File: src/rtl/serial_adder_pkg.sv
`default_nettype none
// ============================================================
// serial_adder_pkg : shared types for the bit-serial adder
// Rev 1.0
// ============================================================
package serial_adder_pkg;

  localparam int STATE_W = 2;

  typedef enum logic [STATE_W-1:0] {
    IDLE = 2'd0,
    RUN  = 2'd1,
    DONE = 2'd2
  } state_t;

  // Bit-counter width; never below one bit so the counter always exists.
  function automatic int cnt_width(input int w);
    return (w < 2) ? 1 : $clog2(w);
  endfunction

endpackage
`default_nettype wire

File: src/rtl/serial_adder_fsm_fa_bit.sv
`default_nettype none
// ============================================================
// fa_bit : combinational one-bit full adder cell
// Rev 1.0
// ============================================================
module fa_bit (
  input  logic i_a,
  input  logic i_b,
  input  logic i_ci,
  output logic o_s,
  output logic o_co
);

  assign o_s  = i_a ^ i_b ^ i_ci;
  assign o_co = (i_a & i_b) | (i_a & i_ci) | (i_b & i_ci);

endmodule
`default_nettype wire

File: src/rtl/serial_adder_fsm.sv
`default_nettype none
// ============================================================
// serial_adder_fsm : bit-serial add/subtract, one bit per clock
// Rev 1.0
// ============================================================
module serial_adder_fsm
  import serial_adder_pkg::*;
#(
  parameter int WIDTH = 8
) (
  input  logic             clk,
  input  logic             rst,
  input  logic             start,
  input  logic [WIDTH-1:0] a,
  input  logic [WIDTH-1:0] b,
  input  logic             ci,
  input  logic             sub,
  output logic             busy,
  output logic             done,
  output logic [WIDTH-1:0] s,
  output logic             co,
  output logic             ovf
);

  localparam int CW = cnt_width(WIDTH);

  state_t           r_state;
  state_t           w_next;
  logic [WIDTH-1:0] r_a;
  logic [WIDTH-1:0] r_b;
  logic [WIDTH-1:1] r_res;
  logic [CW-1:0]    r_cnt;
  logic             r_carry;
  logic [WIDTH-1:0] r_s;
  logic             r_co;
  logic             r_ovf;

  logic             w_sum;
  logic             w_cout;
  logic             w_accept;
  logic             w_last;
  logic [WIDTH-1:0] w_shift;

  fa_bit u_fa (
    .i_a  (r_a[0]),
    .i_b  (r_b[0]),
    .i_ci (r_carry),
    .o_s  (w_sum),
    .o_co (w_cout)
  );

  assign w_accept = start && ((r_state == IDLE) || (r_state == DONE));
  assign w_last   = (r_cnt == CW'(WIDTH - 1));
  // New sum bit lands on top; on the final bit this is the complete result.
  assign w_shift  = {w_sum, r_res};

  always_ff @(posedge clk or posedge rst) begin
    if (rst) begin
      r_state <= IDLE;
    end else begin
      r_state <= w_next;
    end
  end

  always_comb begin
    w_next = r_state;
    case (r_state)
      IDLE:    if (w_accept) w_next = RUN;
      RUN:     if (w_last)   w_next = DONE;
      DONE:    w_next = w_accept ? RUN : IDLE;
      default: w_next = IDLE;
    endcase
  end

  always_comb begin
    busy = (r_state == RUN);
    done = (r_state == DONE);
  end

  always_ff @(posedge clk or posedge rst) begin
    if (rst) begin
      r_a     <= '0;
      r_b     <= '0;
      r_res   <= '0;
      r_cnt   <= '0;
      r_carry <= 1'b0;
      r_s     <= '0;
      r_co    <= 1'b0;
      r_ovf   <= 1'b0;
    end else if (w_accept) begin
      // Subtract is a + ~b + 1, so the carry register supplies the +1.
      r_a     <= a;
      r_b     <= sub ? ~b : b;
      r_carry <= sub ? 1'b1 : ci;
      r_cnt   <= '0;
      r_res   <= '0;
    end else if (r_state == RUN) begin
      r_a     <= {1'b0, r_a[WIDTH-1:1]};
      r_b     <= {1'b0, r_b[WIDTH-1:1]};
      r_res   <= w_shift[WIDTH-1:1];
      r_carry <= w_cout;
      r_cnt   <= r_cnt + 1'b1;
      if (w_last) begin
        r_s   <= w_shift;
        r_co  <= w_cout;
        r_ovf <= r_carry ^ w_cout;
      end
    end
  end

  assign s   = r_s;
  assign co  = r_co;
  assign ovf = r_ovf;

endmodule
`default_nettype wire

File: config.mk
export PLATFORM = sky130hd
export DESIGN_NAME = serial_adder_fsm
export DESIGN_NICKNAME = d
export VERILOG_FILES = /design/src/rtl/serial_adder_pkg.sv /design/src/rtl/serial_adder_fsm_fa_bit.sv /design/src/rtl/serial_adder_fsm.sv
export SDC_FILE = /design/constraint.sdc
export NUM_CORES = 1
export LEC_CHECK = 0
export ABC_AREA = 1
export ABC_CLOCK_PERIOD_IN_PS = 1540
export CAP_MARGIN = 15
export CORE_MARGIN = 2
export CORE_UTILIZATION = 52
export CTS_CLUSTER_DIAMETER = 200
export DETAILED_ROUTE_END_ITERATION = 8
export PLACE_DENSITY = 0.79
export SLEW_MARGIN = 20
export SYNTH_ARGS = -nofsm -noshare
export SYNTH_HDL_FRONTEND = slang
export SYNTH_SLANG_ARGS = --single-unit
export TNS_END_PERCENT = 100
File: constraint.sdc
create_clock -name clk -period 1.54 [get_ports clk]
set_input_delay 0.308 -clock clk [delete_from_list [all_inputs] [get_ports clk]]
set_output_delay 0.308 -clock clk [all_outputs]
set_load 0.05 [all_outputs]
After elaboration in Yosys (flattened, before gate mapping):

Cells that the tools add are included.

* register bits: 39
* output and inout bits: 12

* add/subtract/negate cells: 1
* eq/ne operators: 5
* mux-type cells: 16
* bitwise operators: 10
* reduce and logical (&&, ||, !) cells: 6

Operator list (number)
* $mux 8: 5
* $mux 7: 2
* $not 8->8: 1
* $mux 3: 2
* $pmux 2 s3: 1
* $mux 1: 4
* $mux 2: 2
* $add 3x1->3 const B: 1
* $and 1x1->1: 3
* $eq 3x3->1 const B: 1
* $reduce_and 3->1: 1
* $xor 1x1->1: 3
* $eq 2x1->1 const B: 1
* $eq 2x2->1 const B: 1
* $logic_not 2->1: 1
* $ne 2x1->1 const B: 1
* $ne 2x2->1 const B: 1
* $or 1x1->1: 2
* $reduce_and 2->1: 1
* $reduce_bool 2->1: 1
* $logic_and 1x1->1: 1
* $logic_or 1x1->1: 1
* $not 1->1: 1

Longest topological paths before layout:

* depth in word-level cells: 5
* gate-level depth with buffers: 8
* mapped depth without buffers: 6

Modules after synthesis:

Synthesis repeated with hierarchy kept, for this count alone.

* cell total of the unflattened synthesis: 225
* area total of the unflattened synthesis: 1795.5 µm²

Modules (own cells, without submodules)
* serial_adder_fsm: instances 1, cells an instance 224, area each 1775.5 µm², sequential area each 975.9 µm²
* fa_bit: instances 1, cells an instance 1, area each 20.0 µm², sequential area each 0.0 µm²

Worst setup path after synthesis:

OpenSTA, ideal clock, no wires.

* path type: register to output
* start point: register r_state[0]
* end point: output done
* data arrival time: 1.322 ns
* path slack: -0.090 ns
* stages on the path, launching flop included: 4
* path buffers: 2
* cell sequence: dfrtp_1 > buf_6 > buf_2 > nor2_1

* cells in the longest elaborated chain, start to end: 1

Ends and longest elaborated chain
* from (decl): line serial_adder_fsm.sv:27 `state_t r_state;`
* from (signal assigned): line serial_adder_fsm.sv:61 `r_state <= w_next;`
* $eq 2x2->1: line serial_adder_fsm.sv:77 `done = (r_state == DONE);`
* to (decl): line serial_adder_fsm.sv:19 `output logic done,`

Every way passes these cells.

Final worst setup path:

* start point: register r_state[0]
* end point: output busy

* cells in the longest elaborated chain, start to end: 1

Ends and longest elaborated chain
* $eq 2x1->1: line serial_adder_fsm.sv:76 `busy = (r_state == RUN);`
* to (decl): line serial_adder_fsm.sv:18 `output logic busy,`

Every way passes these cells.

==> impl_results.rst <==
.. list-table::
   :header-rows: 1

   * - Metric
     - Value
   * - Residual DRC count
     - 0
   * - Worst reg2reg endpoint
     - s[6]$_DFFE_PP0P_
   * - Number of synthesized register bits
     - 39
   * - # hold bufs at CTS
     - 0
   * - Detailed Route WL
     - 3440 um
   * - Wire length of the first global-routing pass
     - 6310 um
   * - Initial antenna violation count
     - 0
   * - Post-synthesis instance area
     - 1900 um^2
   * - Fill cell count
     - 248
   * - Run status
     - completed
   * - Detailed Routing Iterations Pass 1
     - 4
   * - Initial core utilization
     - 55.6%
   * - Power consumption
     - 5.27 mW
   * - Met1 global-route usage
     - 24.6%
   * - Post-route core utilization
     - 73.1%
   * - Final critical-path required period
     - 1.48 ns
   * - Post-synth EDFFs
     - 0
   * - Final Wtd Congestion
     - 0.784
   * - Post-placement cell area
     - 2390 um^2
   * - Type of element launching the critical path
     - flip-flop
   * - Number of warnings reported in the yosys synthesis log
     - 0
   * - Largest clock skew in the final design
     - 0.00463 ns
   * - Most used standard cells in the synthesized netlist
     - sky130_fd_sc_hd__nand2_1, sky130_fd_sc_hd__dfrtp_1, sky130_fd_sc_hd__nand3_1, sky130_fd_sc_hd__inv_1, sky130_fd_sc_hd__o21ai_0
   * - Starting DRC count in detailed routing
     - 80
   * - Library cell used as clock root buffer
     - sky130_fd_sc_hd__clkbuf_4
   * - Number of ports placed on the die boundary
     - 33
   * - Share of the clock period used by the worst path
     - 96.0%
   * - Most area-consuming cells after synthesis
     - sky130_fd_sc_hd__dfrtp_1, sky130_fd_sc_hd__nand2_1, sky130_fd_sc_hd__nand3_1
   * - Mean instance size in the synthesized netlist
     - 8.15 um^2
   * - Detailed-route via count
     - 1559
   * - Total Routing Usage GR
     - 19.4%
   * - Width of the die
     - 64.4 um
   * - Sum of overflow across all layers after global routing
     - 0
   * - Clock transition at the register clock pins on the worst setup and hold paths after CTS
     - 0.12 ns
   * - Critical path data arrival time
     - 1.17 ns
   * - Worst-Margin Slew
     - 0.374 ns
   * - Proportion of synthesized flip-flops having asynchronous set or reset
     - 100%
   * - Rel. slew slack
     - 75.0%
   * - Number of clock buffers inserted by TritonCTS
     - 5
   * - Area of the placeable core
     - 3420 um^2
   * - Maximum clock frequency
     - 0.676 GHz
   * - Source of the worst register-to-register timing path
     - r_cnt[0]$_DFFE_PP0P_
   * - Most numerous cell in the Yosys netlist
     - sky130_fd_sc_hd__nand2_1
   * - H-tree depth reported by CTS
     - 2
   * - Maximum vdd drop
     - 1100 uV
   * - Area of the die
     - 4150 um^2
   * - Max Buffers Root-to-Sink
     - 2
   * - TritonCTS clock tree
     - done
   * - DP HPWL
     - 2470 um
   * - Power per cell area
     - 2110 nW/um^2
   * - Grt peak-use layer
     - met2
   * - Met3 usage in global routing
     - 4.34%
   * - Total inserted antenna cells
     - 0
   * - LEAKAGE
     - 1.30 nW
   * - Nets@finish
     - 296
   * - Final std cells w/o fill
     - 319
   * - Data required time at the worst endpoint
     - 1.23 ns
   * - Synth top area share
     - 51.4%
   * - Biggest fanout along the worst timing path
     - 5
   * - Commonest register cell after synthesis
     - sky130_fd_sc_hd__dfrtp_1
   * - Global Route met2 Usage
     - 33.5%
   * - Sinks on the clock net
     - 39
   * - Post-synth cell types
     - 19
   * - Number of failing setup endpoints in the final timing report
     - 0
   * - RSZ-0062 raised after global routing
     - no
   * - Startpoint of the worst setup timing path
     - r_state[0]$_DFFE_PP0P_
   * - Max-cap violations
     - 0
   * - Fraction of final layout cells with drive strength greater than 1
     - 17.2%
   * - Count of input and output buffers
     - 32
   * - Path type of the worst setup path
     - flip-flop to primary output
   * - Vias per Instance
     - 4.89
   * - Growth of design area from synthesis to finish
     - 31.6%
   * - Slew Viols, Final
     - 0
   * - Worst R2R Setup Slack
     - 0.12 ns
   * - Average wire per standard cell
     - 10.8 um
   * - Number of cells on the worst reg-to-reg path
     - 5
   * - Largest net degree at the start of global routing
     - 40
   * - Sequential-to-total area share from yosys stat
     - 51.4%
   * - Die Y
     - 64.4 um
   * - Leading area contributor after synthesis
     - sky130_fd_sc_hd__dfrtp_1
   * - Count of nets left with antenna violations after detail routing
     - 0
   * - Sort of element at the end of the critical path
     - primary output
   * - Total nets after synthesis
     - 257
   * - Total number of placement rows
     - 21
   * - Number of global-route vias before repair
     - 1505
   * - Number of cells produced by synthesis
     - 233
   * - Kind of path behind the tightest hold check
     - input pin to asynchronous set/reset pin
   * - Post-route design area
     - 2500 um^2
   * - Hold Violations, Final
     - 0
   * - Number of placed instances with taps included
     - 309
   * - Worst-Skew Late Latency
     - 0.34 ns
## layer usage
layer	vias up	wire, um	share of wire (%)
met5	-	0	0
met4	0	22	0.64
met3	4	213	6.2
met2	57	1690	49
met1	702	1520	44
li1	796	-	-
## layout make-up
class	count	area (um^2)	share of cell area, %
repair buffers	40	513	20.5
well taps	46	57.6	2.30
clock buffers	5	37.5	1.50
multi-input cells	158	758	30.4
inverters	28	110	4.41
flip-flops and latches	39	977	39.1
clock inverters	3	43.8	1.75
## timing repair
action / in CTS / in global routing
setup endpoints to repair: 2 / 1
gates resized for setup: 2 / 0
buffers inserted: 0 / 2
## how the worst max path moves through the flow
stage and endpoint:
2_1_floorplan done, 3_5_place_dp r_b[2]$_DFFE_PP0P_, 6_report busy, 3_3_place_gp r_b[2]$_DFFE_PP0P_, 4_1_cts busy, 5_1_grt busy
## cells by family (layout without fill, tap and decap cells)
| family | after synthesis | in the layout | share of synthesized area [%] |
|---|---|---|---|
| AOI/OAI and AO/OA | 17 | 17 | 5.87 |
| buffers and inverters | 36 | 76 | 9.03 |
| adders and majority gates | 3 | 3 | 2.37 |
| xor gates and xnor gates | 2 | 2 | 0.923 |
| DFF | 39 | 39 | 51.4 |
| and+or+nand+nor | 136 | 136 | 30.4 |
## worst max-delay path: stages (launching register included)
cell and delay, ns:
sky130_fd_sc_hd__dfrtp_2 0.47, sky130_fd_sc_hd__inv_4 0.06, sky130_fd_sc_hd__nor2_4 0.14, sky130_fd_sc_hd__buf_12 0.15
## state kept, by name, summed over array words and instances, names as in the netlist
| register | count |
|---|---|
| co | 1 |
| ovf | 1 |
| r_a | 8 |
| r_b | 8 |
| r_carry | 1 |
| r_cnt | 3 |
| r_res | 7 |
| r_state | 2 |
| s | 8 |
## where the power goes
part           internal (mW)  switching [mW]
clock                  0.342           0.334
combinational           1.18            1.56
sequential              1.50           0.351
total                   3.02            2.25
## layout by cell type (no fill, tap or decap), types with 3 or more instances in the layout
master                            synthesis  layout
sky130_fd_sc_hd__nand2_1                102     102
sky130_fd_sc_hd__dfrtp_1                 39      38
sky130_fd_sc_hd__nand3_1                 25      25
sky130_fd_sc_hd__inv_1                   24      24
sky130_fd_sc_hd__clkdlybuf4s50_1          0      20
sky130_fd_sc_hd__buf_12                   0      13
sky130_fd_sc_hd__o21ai_0                  9       9
sky130_fd_sc_hd__o21ai_2                  7       7
sky130_fd_sc_hd__buf_4                    1       7
sky130_fd_sc_hd__clkbuf_4                 0       5
sky130_fd_sc_hd__nor2_4                   2       3
## through the flow
stage               TNS (ns)  hold WS (ns)  setup WS [ns]
finish                     0         0.317         0.0614
global route               0         0.336         0.0120
CTS                        0         0.316         0.0116
detailed placement    -0.334         0.460        -0.0546
global placement      -0.107         0.455        -0.0205
floorplan                  0         0.425          0.133
(Power assumes the default switching activity.)
